===== src/rtl/top_k_pkg.sv =====
// Shared types and helpers for the streaming top-K selector: FSM state, default geometry,
// a constant-friendly clog2 and the rank compare used by every slot.
package top_k_pkg;

  typedef enum logic {ACCUM = 1'b0, EMIT = 1'b1} state_e;

  localparam int DEF_TOP_K_NUM    = 16;
  localparam int DEF_INTEGER_SIZE = 32;
  localparam int DEF_OUT_WIDTH    = 512;
  localparam int LANES            = DEF_OUT_WIDTH / DEF_INTEGER_SIZE;
  localparam int NUM_BEATS        = (DEF_TOP_K_NUM * DEF_INTEGER_SIZE + DEF_OUT_WIDTH - 1) / DEF_OUT_WIDTH;

  function automatic int clog2(input int n);
    int r;
    r = 0;
    for (int i = 0; i < 31; i++) begin
      if ((1 << i) < n) r = i + 1;
    end
    return r;
  endfunction

  // Extends a w-bit value held in the low bits to 64 bits, sign-filling when sgn is set.
  function automatic logic [63:0] widen(input logic [63:0] v, input int w, input logic sgn);
    logic [63:0] r;
    r = v;
    for (int i = 0; i < 64; i++) begin
      if (i >= w) r[i] = sgn & v[w-1];
    end
    return r;
  endfunction

  // True when a strictly outranks b.
  function automatic logic beats(input logic [63:0] a, input logic [63:0] b,
                                 input logic sgn, input logic desc);
    if (sgn) return desc ? ($signed(a) > $signed(b)) : ($signed(a) < $signed(b));
    return desc ? (a > b) : (a < b);
  endfunction

endpackage


===== src/rtl/top_k_slot.sv =====
// One rank of the sorted array: a value register plus valid flag. Combinational insert decision,
// one-cycle update; no backpressure of its own (the parent gates ins_en_i).
module top_k_slot
  import top_k_pkg::*;
#(
  parameter int W    = 32,
  parameter bit SGN  = 1'b0,
  parameter bit DESC = 1'b1
) (
  input  logic         clk,
  input  logic         rst_n,
  input  logic [W-1:0] new_val_i,
  input  logic [W-1:0] up_val_i,
  input  logic         up_vld_i,
  input  logic         up_beat_i,
  input  logic         ins_en_i,
  input  logic         clr_i,
  output logic [W-1:0] val_o,
  output logic         vld_o,
  output logic         beat_o
);

  logic [W-1:0] val_q, val_d;
  logic         vld_q, vld_d;

  assign beat_o = !vld_q ||
                  beats(widen(64'(new_val_i), W, SGN), widen(64'(val_q), W, SGN), SGN, DESC);

  // Beaten slots below the insertion point inherit their upper neighbour; the first beaten slot takes the new value.
  always_comb begin
    val_d = val_q;
    vld_d = vld_q;
    if (ins_en_i && beat_o) begin
      if (up_beat_i) begin
        val_d = up_val_i;
        vld_d = up_vld_i;
      end else begin
        val_d = new_val_i;
        vld_d = 1'b1;
      end
    end
  end

  always_ff @(posedge clk) begin
    if (!rst_n || clr_i) begin
      val_q <= '0;
      vld_q <= 1'b0;
    end else begin
      val_q <= val_d;
      vld_q <= vld_d;
    end
  end

  assign val_o = val_q;
  assign vld_o = vld_q;

endmodule


===== src/rtl/top_k_stream_sorter.sv =====
// Streaming top-K selector: result valid the cycle after the rx TLAST handshake, held until tx TREADY;
// rx_data_TREADY is low while emitting. `define TOP_K_FRAME_STATS_EN adds tx_frame_id / tx_frame_len.
module top_k_stream_sorter
  import top_k_pkg::*;
#(
  parameter int TOP_K_NUM    = DEF_TOP_K_NUM,
  parameter int INTEGER_SIZE = DEF_INTEGER_SIZE,
  parameter int OUT_WIDTH    = DEF_OUT_WIDTH,
  parameter int SIGNED       = 0,
  parameter int DESCENDING   = 1
) (
  input  logic                                clk,
  input  logic                                rst_n,
  input  logic                                clear,
  input  logic                                rx_data_TVALID,
  output logic                                rx_data_TREADY,
  input  logic [INTEGER_SIZE-1:0]             rx_data_TDATA,
  input  logic                                rx_data_TLAST,
  output logic                                tx_data_TVALID,
  input  logic                                tx_data_TREADY,
  output logic [OUT_WIDTH-1:0]                tx_data_TDATA,
  output logic [OUT_WIDTH/INTEGER_SIZE-1:0]   tx_data_TKEEP,
  output logic                                tx_data_TLAST,
  output logic [clog2(TOP_K_NUM+1)-1:0]       tx_count
`ifdef TOP_K_FRAME_STATS_EN
  ,
  output logic [31:0]                         tx_frame_id,
  output logic [31:0]                         tx_frame_len
`endif
);

  localparam int W       = INTEGER_SIZE;
  localparam int N_LANES = OUT_WIDTH / INTEGER_SIZE;
  localparam int N_BEATS = (TOP_K_NUM * INTEGER_SIZE + OUT_WIDTH - 1) / OUT_WIDTH;
  localparam int PAD     = N_BEATS * N_LANES;
  localparam int CW      = clog2(TOP_K_NUM + 1);
  localparam int BW      = clog2(N_BEATS + 1);

  state_e          state_q;
  logic [BW-1:0]   beat_q;
  logic [CW-1:0]   count_q;
  logic            emit, acc_en, last_hs, slot_clr;

  logic [W-1:0]          slot_val [TOP_K_NUM];
  logic [W-1:0]          up_val   [TOP_K_NUM];
  logic [TOP_K_NUM-1:0]  slot_vld, slot_beat, up_vld, up_beat;

  assign emit           = (state_q == EMIT);
  assign rx_data_TREADY = !emit;
  assign acc_en         = !emit && rx_data_TVALID && !clear;
  assign last_hs        = emit && tx_data_TREADY && (beat_q == BW'(N_BEATS - 1));
  // No input is accepted while emitting, so the slot array itself holds the result until the last beat leaves.
  assign slot_clr       = (!emit && clear) || last_hs;

  for (genvar i = 0; i < TOP_K_NUM; i++) begin : g_slot
    if (i == 0) begin : g_head
      assign up_val[i]  = '0;
      assign up_vld[i]  = 1'b0;
      assign up_beat[i] = 1'b0;
    end else begin : g_body
      assign up_val[i]  = slot_val[i-1];
      assign up_vld[i]  = slot_vld[i-1];
      assign up_beat[i] = slot_beat[i-1];
    end

    top_k_slot #(
      .W    (W),
      .SGN  (SIGNED != 0),
      .DESC (DESCENDING != 0)
    ) u_slot (
      .clk       (clk),
      .rst_n     (rst_n),
      .new_val_i (rx_data_TDATA),
      .up_val_i  (up_val[i]),
      .up_vld_i  (up_vld[i]),
      .up_beat_i (up_beat[i]),
      .ins_en_i  (acc_en),
      .clr_i     (slot_clr),
      .val_o     (slot_val[i]),
      .vld_o     (slot_vld[i]),
      .beat_o    (slot_beat[i])
    );
  end

  always_ff @(posedge clk) begin
    if (!rst_n) begin
      state_q <= ACCUM;
      beat_q  <= '0;
      count_q <= '0;
    end else begin
      case (state_q)
        ACCUM: begin
          if (clear) begin
            count_q <= '0;
          end else if (rx_data_TVALID) begin
            // The beaten set is a suffix of the array, so the tail slot tells whether anything was inserted.
            if (slot_beat[TOP_K_NUM-1] && count_q < CW'(TOP_K_NUM)) count_q <= count_q + 1'b1;
            if (rx_data_TLAST) state_q <= EMIT;
          end
        end
        EMIT: begin
          if (tx_data_TREADY) begin
            if (beat_q == BW'(N_BEATS - 1)) begin
              beat_q  <= '0;
              count_q <= '0;
              state_q <= ACCUM;
            end else begin
              beat_q <= beat_q + 1'b1;
            end
          end
        end
        default: state_q <= ACCUM;
      endcase
    end
  end

  logic [PAD*W-1:0] pad_dat;
  logic [PAD-1:0]   pad_keep;

  for (genvar r = 0; r < PAD; r++) begin : g_rank
    if (r < TOP_K_NUM) begin : g_live
      assign pad_dat[r*W +: W] = slot_vld[r] ? slot_val[r] : '0;
      assign pad_keep[r]       = slot_vld[r];
    end else begin : g_unused
      assign pad_dat[r*W +: W] = '0;
      assign pad_keep[r]       = 1'b0;
    end
  end

  assign tx_data_TVALID = emit;
  assign tx_data_TDATA  = emit ? pad_dat[beat_q*OUT_WIDTH +: OUT_WIDTH] : '0;
  assign tx_data_TKEEP  = emit ? pad_keep[beat_q*N_LANES +: N_LANES] : '0;
  assign tx_data_TLAST  = emit && (beat_q == BW'(N_BEATS - 1));
  assign tx_count       = count_q;

`ifdef TOP_K_FRAME_STATS_EN
  logic [31:0] frame_id_q, frame_len_q;

  always_ff @(posedge clk) begin
    if (!rst_n) begin
      frame_id_q  <= '0;
      frame_len_q <= '0;
    end else if (last_hs) begin
      frame_id_q  <= frame_id_q + 1'b1;
      frame_len_q <= '0;
    end else if (!emit) begin
      if (clear) frame_len_q <= '0;
      else if (rx_data_TVALID && frame_len_q != '1) frame_len_q <= frame_len_q + 1'b1;
    end
  end

  assign tx_frame_id  = frame_id_q;
  assign tx_frame_len = frame_len_q;
`endif

endmodule


===== config.mk =====
export PLATFORM = sky130hd
export DESIGN_NAME = top_k_stream_sorter
export DESIGN_NICKNAME = d
export VERILOG_FILES = /design/src/rtl/top_k_pkg.sv /design/src/rtl/top_k_slot.sv /design/src/rtl/top_k_stream_sorter.sv
export SDC_FILE = /design/constraint.sdc
export NUM_CORES = 2
export LEC_CHECK = 0
export CELL_PAD_IN_SITES_DETAIL_PLACEMENT = 0
export CELL_PAD_IN_SITES_GLOBAL_PLACEMENT = 1
export CORE_MARGIN = 2
export CORE_UTILIZATION = 44
export DETAILED_ROUTE_END_ITERATION = 8
export HOLD_SLACK_MARGIN = 0.05
export PLACE_DENSITY_LB_ADDON = 0.1
export SLEW_MARGIN = 20
export SYNTH_ARGS = -nofsm -noshare
export SYNTH_HDL_FRONTEND = slang
export SYNTH_SLANG_ARGS = --single-unit

===== constraint.sdc =====
create_clock -name clk -period 8.5 [get_ports clk]
set_input_delay 1.7 -clock clk [delete_from_list [all_inputs] [get_ports clk]]
set_output_delay 1.7 -clock clk [all_outputs]
set_load 0.005 [all_outputs]

# Word level (Yosys, flattened, before mapping)
# Index checks and enable logic that the tools add are counted.
# totals
reg_bits,535
out_inout_bits,536
elab_cells,185
# op_classes
add_sub_neg,2
n_lt_le_gt_ge,17
n_eq_ne,4
shifts,2
muxes,61
n_bitwise,2
reduce_logical,62
# ops
operator,n
$mux 32,31
$gt 32x32->1,16
$mux 512,1
$shiftx 512x11->512,1
$mux 5,5
$logic_and 1x1->1,23
$mux 1,21
$logic_not 1->1,19
$logic_or 1x1->1,18
$mux 16,1
$shiftx 16x6->16,1
$pmux 5 s2,1
$ne 3x3->1 const B,2
$add 5x1->5 const B,1
$lt 5x5->1 const B,1
$ne 2x2->1 const B,2
$reduce_and 4->1,1
$not 1->1,2
$pmux 1 s2,1
$reduce_and 2->1,1
$add 1x1->1 const B,1

# Depth between registers and ports, before layout
# logic_depth
word_depth,7
mapped_depth,15
depth_no_buf,10

# By module
# A second synthesis with hierarchy kept.
# unflattened
cells_unflattened,5057
area_unflattened_um2,44526.5
# modules_own_cells
module,instances,cells_per_inst,area_each_um2,seq_area_each_um2
top_k_slot,16,274,2529.9,660.6
top_k_stream_sorter,1,673,4047.6,120.1

# Least setup slack after synthesis
# Ideal clock, no wire load.
# synth_timing
kind,input to register
startpoint,input rx_data_TDATA[0]
endpoint,register g_slot[5].u_slot.val_q[0]
arrival_time_ns,4.460
t_required_ns,8.367
setup_slack_ns,3.907
path_stages,13
n_path_buf,3
path_cell_list,clkbuf_1 -> clkbuf_1 -> inv_1 -> ha_1 -> nor2b_1 -> o21a_1 -> o21ai_0 -> a2111oi_0 -> nor3_1 -> o22ai_1 -> buf_2 -> mux2i_1 -> a21oi_1
# synth_between
elab_chain_len,3
# synth_rtl
item,line,rtl
from (decl),top_k_stream_sorter.sv:17,"input logic [INTEGER_SIZE-1:0] rx_data_TDATA,"
$gt 32x32->1,top_k_pkg.sv:36,return desc ? (a > b) : (a < b);
$logic_or 1x1->1,top_k_slot.sv:26,assign beat_o = !vld_q ||
$mux 32 or $logic_and 1x1->1 (tied branches),"top_k_slot.sv:34, top_k_slot.sv:33",
to (signal assigned),top_k_slot.sv:49,val_q <= val_d;
to (decl),top_k_slot.sv:23,"logic [W-1:0] val_q, val_d;"
# Parallel ways exist; a longest one is shown, timed or not.
# A chain may end at the register's enable or synchronous reset.

# Worst setup path after layout
# layout_timing
startpoint,input rx_data_TDATA[0]
endpoint,register g_slot[7].u_slot.val_q[7]
# layout_between
elab_chain_len,3
# layout_rtl
item,line
$gt 32x32->1,top_k_pkg.sv:36
$logic_or 1x1->1,top_k_slot.sv:26
$mux 32 or $logic_and 1x1->1 (tied branches),"top_k_slot.sv:34, top_k_slot.sv:33"
to (signal assigned),top_k_slot.sv:49
to (decl),top_k_slot.sv:23
# Parallel ways exist; a longest one is shown, timed or not.

==> results.txt <==
The global placer's final weighted congestion came out at 0.930. The via count of the first global-routing pass came to 37,400. The number of cell instances on the worst register-to-register path is 11. The worst setup path startpoint is rx_data_TDATA[0].

The detailed router finished its first iteration with 3,854 violations. The final net count came out at 6,065. TritonCTS built the clock tree. The leading cell type in the layout, fill and taps excluded is sky130_fd_sc_hd__a21oi_1.

The clock slew seen by the registers of the worst setup and hold paths came out at 0.06 ns. The share of post-route cells with drive strength above 1 is 5.36%. The biggest area contributor in the post-synthesis netlist is sky130_fd_sc_hd__dfxtp_1. The number of maximum-capacitance constraint violations came out at 0. The post-DP HPWL came out at 122,000 um. The count of boundary I/O pins is 574. The number of antenna violations at the first check in global routing is 6. The pin count of the biggest net entering global routing is 243. The mapped netlist covers 39,200 um2. The kind of end point of the critical path is a flip-flop. The die span in y came out at 302 um. Across the routed clock network, the largest skew measured is 0.0243 ns. The instance count along the most critical hold path came out at 2.

The worst path buffer plus inverter count came out at 4. Once placement completed, the tool counted placed cells totaling 6,608. The post-synthesis cell type count is 66. The count of unresolved DRC violations after routing is 0. The finished cells cover 48,100 um2. The tightest min-delay check is of the flip-flop to flip-flop type. The area of the core is 88,400 um2. The launch instance of the worst register-to-register path is g_slot[11].u_slot.val_o[26]. The final critical delay including setup and external delays came out at 5.26 ns. The kind of cell adding the most delay to the critical path is compound AO/OA/AOI/OAI gates. The fraction of synthesis flops using an asynchronous set or reset pin came out at 0%. The H-tree depth came out at 3. Setup violations remaining at the end of the flow were counted as 0. The critical setup path kind is primary input to flip-flop. By instance count, the cell type seen most on the critical path is sky130_fd_sc_hd__buf_4. After synthesis, the largest area contributor takes up 27.3% of total cell area. The accumulated negative setup slack is 0 ns. Counting the buffers created by CTS gives 68.

Yosys mapped a number of flops with a built-in enable equal to 0. The post-cts hold buffer count came out at 0. The stage delay of the slowest cell on the critical path came out at 0.96 ns. The flow ran to the end, and the final reports show no timing, DRC or antenna violations. At the worst endpoint, the required time is 8.96 ns. The antenna violation net count after detailed routing came out at 0. The worst-path cell with the longest stage delay is sky130_fd_sc_hd__a21bo_2. The largest fanout on the critical path is 33. The post-synthesis net count came out at 5,730. Of the available clock period, the critical path in the final layout requires 61.9%.

The worst path arrival time is 5.72 ns. The most frequently used flop master after synthesis is sky130_fd_sc_hd__dfxtp_1. Compared with the post-synthesis result, the final layout area differs by 22.9%. The count of warnings emitted by yosys is 0.

The clock sink count came out at 534. The first-pass iteration count of the detailed router is 6. The clock latency reported for the late side of the worst-skew pair is 0.62 ns. The die is 302 um wide. The floorplan has 109 rows. The logic depth of the worst path, buffers included came out at 13.

The mean cell area of the mapped netlist is 7.56 um2. Across the VDD grid, the largest voltage drop is 0.157 mV. Headroom to the max-slew limit came out at 27.4%. The number of flip-flops and latches in the synthesized netlist is 534. The total setup buffers inserted after CTS is 0. The wire length of the first global-routing pass came out at 245,000 um. The leakage power total came out at 19.8 nW.

In this run the critical register-to-register path is captured at g_slot[12].u_slot.val_o[4]. The final number of max-transition violations was 0. Walking the worst path, the cells encountered are clkdlybuf4s50_1 -> buf_4 -> inv_1 -> buf_4 -> ha_1 -> nor2b_1 -> o21bai_1 -> a211oi_1 -> o31a_1 -> a2111oi_2 -> a21bo_2 -> mux2i_1 -> a21oi_1. The initial standard-cell utilization of the core came out at 44.3%.

The total routing usage reported by global routing is 35.2%. The sequential element share of the synthesized area came out at 27.3%. The startpoint kind of the worst setup timing path is a primary input. Setup repair after global routing left no endpoint under its margin. No sink is reached through more buffers than the 3 on the longest clock path. In this run the tool buffered the top-level ports with 573 buffer cells.

The total wirelength of the detailed-routed design came out at 167,000 um. The number of hold violations in the final report is 0. The most critical setup path has its endpoint at g_slot[7].u_slot.val_o[7].

The per-cell routed wire length is 24.8 um. After synthesis, the cell types taking the most area are sky130_fd_sc_hd__dfxtp_1 27%, sky130_fd_sc_hd__ha_1 16%, sky130_fd_sc_hd__a21oi_1 11%. The count of placed standard cells in the final layout, fillers left out came out at 6,731. Across all register-to-register paths, the minimum setup slack is 4.49 ns.

The worst hold slack is 0.472 ns. Dividing the detail-routed via count by the number of cells gives 6.00. The quantity of gates resized following cts is 0. The floorplan step defined a die boundary enclosing 91,400 um2.

The remaining global-route overflow came out at 0. The number of instances in the synthesized netlist came out at 5,179. The maximum clock rate came out at 190 MHz. The fraction of the core area covered by cells at the end of the flow is 54.5%. In the layout the commonest cells are 889 x sky130_fd_sc_hd__a21oi_1, 580 x sky130_fd_sc_hd__o21ai_0, 542 x sky130_fd_sc_hd__clkdlybuf4s50_1. In this run the cell area measured after placement is 45,700 um2. The routed via count is 40,400.

The root cell of the clock tree is sky130_fd_sc_hd__clkbuf_16. Power spread over the standard cell area amounts to 145 nW/um2. For the pin with the worst max-slew slack, the measured transition is 1.09 ns.
## worst min-delay path by stage
stage / from / endpoint / slack (ns)
6_report: g_slot[0].u_slot.val_o[13] / g_slot[0].u_slot.val_o[13] / 0.47
5_1_grt: g_slot[0].u_slot.val_o[7] / g_slot[0].u_slot.val_o[7] / 0.49
4_1_cts: g_slot[0].u_slot.val_o[13] / g_slot[0].u_slot.val_o[13] / 0.47
3_5_place_dp: g_slot[0].u_slot.val_o[7] / g_slot[0].u_slot.val_o[7] / 0.46
3_3_place_gp: g_slot[0].u_slot.val_o[16] / g_slot[0].u_slot.val_o[16] / 0.46
2_1_floorplan: g_slot[0].u_slot.val_o[10] / g_slot[0].u_slot.val_o[10] / 0.45
## routing by layer
metal | global-route usage [%] | routed length [um]
met1 | 49.2 | 72600
met2 | 55.1 | 74400
met3 | 5.13 | 13600
met4 | 12.6 | 6540
met5 | 0 | 0
## tightest hold or removal path, delay by kind of cell (launching register included)
| family | cells | cell delay [ns] |
|---|---|---|
| AOI/OAI and AO/OA | 1 | 0.05 |
| DFF | 1 | 0.32 |
| and+or+nand+nor | 1 | 0.05 |
## synth_stat cells (60+ instances only)
cell type	n
sky130_fd_sc_hd__nand4_1	102
sky130_fd_sc_hd__and3_1	393
sky130_fd_sc_hd__o21ai_0	580
sky130_fd_sc_hd__inv_1	514
sky130_fd_sc_hd__nor2_1	118
sky130_fd_sc_hd__mux2i_1	293
sky130_fd_sc_hd__clkbuf_1	365
sky130_fd_sc_hd__a21o_1	60
sky130_fd_sc_hd__dfxtp_1	534
sky130_fd_sc_hd__nand3_1	98
sky130_fd_sc_hd__a21oi_1	894
sky130_fd_sc_hd__nand2_1	212
sky130_fd_sc_hd__nor3_1	153
sky130_fd_sc_hd__ha_1	513
sky130_fd_sc_hd__a31oi_1	73
## layout make-up
class | count | area (um2)
Inverter | 517 | 1940
Antenna cell | 3 | 7.51
Clock buffer | 90 | 1930
Tap cell | 1165 | 1460
Timing Repair Buffer | 673 | 6410
Fill cell | 8551 | 40200
Multi-Input combinational cell | 3720 | 25200
Clock inverter | 29 | 490
Sequential cell | 534 | 10700
## power breakdown
part	switching [mW]	internal, mW
Clock	1.25	1.97
Combinational	0.714	0.354
Sequential	0.128	2.59
Total	2.09	4.91
## metrics by stage
stage | setup WS [ns] | power, mW
floorplan | 3.91 | 3.38
global placement | 2.59 | 3.79
CTS | 3.19 | 6.99
detailed placement | 2.53 | 3.81
global route | 3.06 | 7.24
finish | 3.24 | 7.00
## registers in the layout (all words and copies together) (netlist names)
signal and count:
g_slot.u_slot.val_o 512, tx_data_TVALID 1, g_slot.u_slot.vld_o 16, tx_count 5
## cell families after synthesis
kind of cell / synth area share (%)
adders and majority gates: 16.4
muxes: 7.49
buffers and inverters: 9.02
AOI/OAI and AO/OA: 23.7
and+or+nand+nor: 16.1
DFF: 27.3
Power figures use the tool's default switching activity.
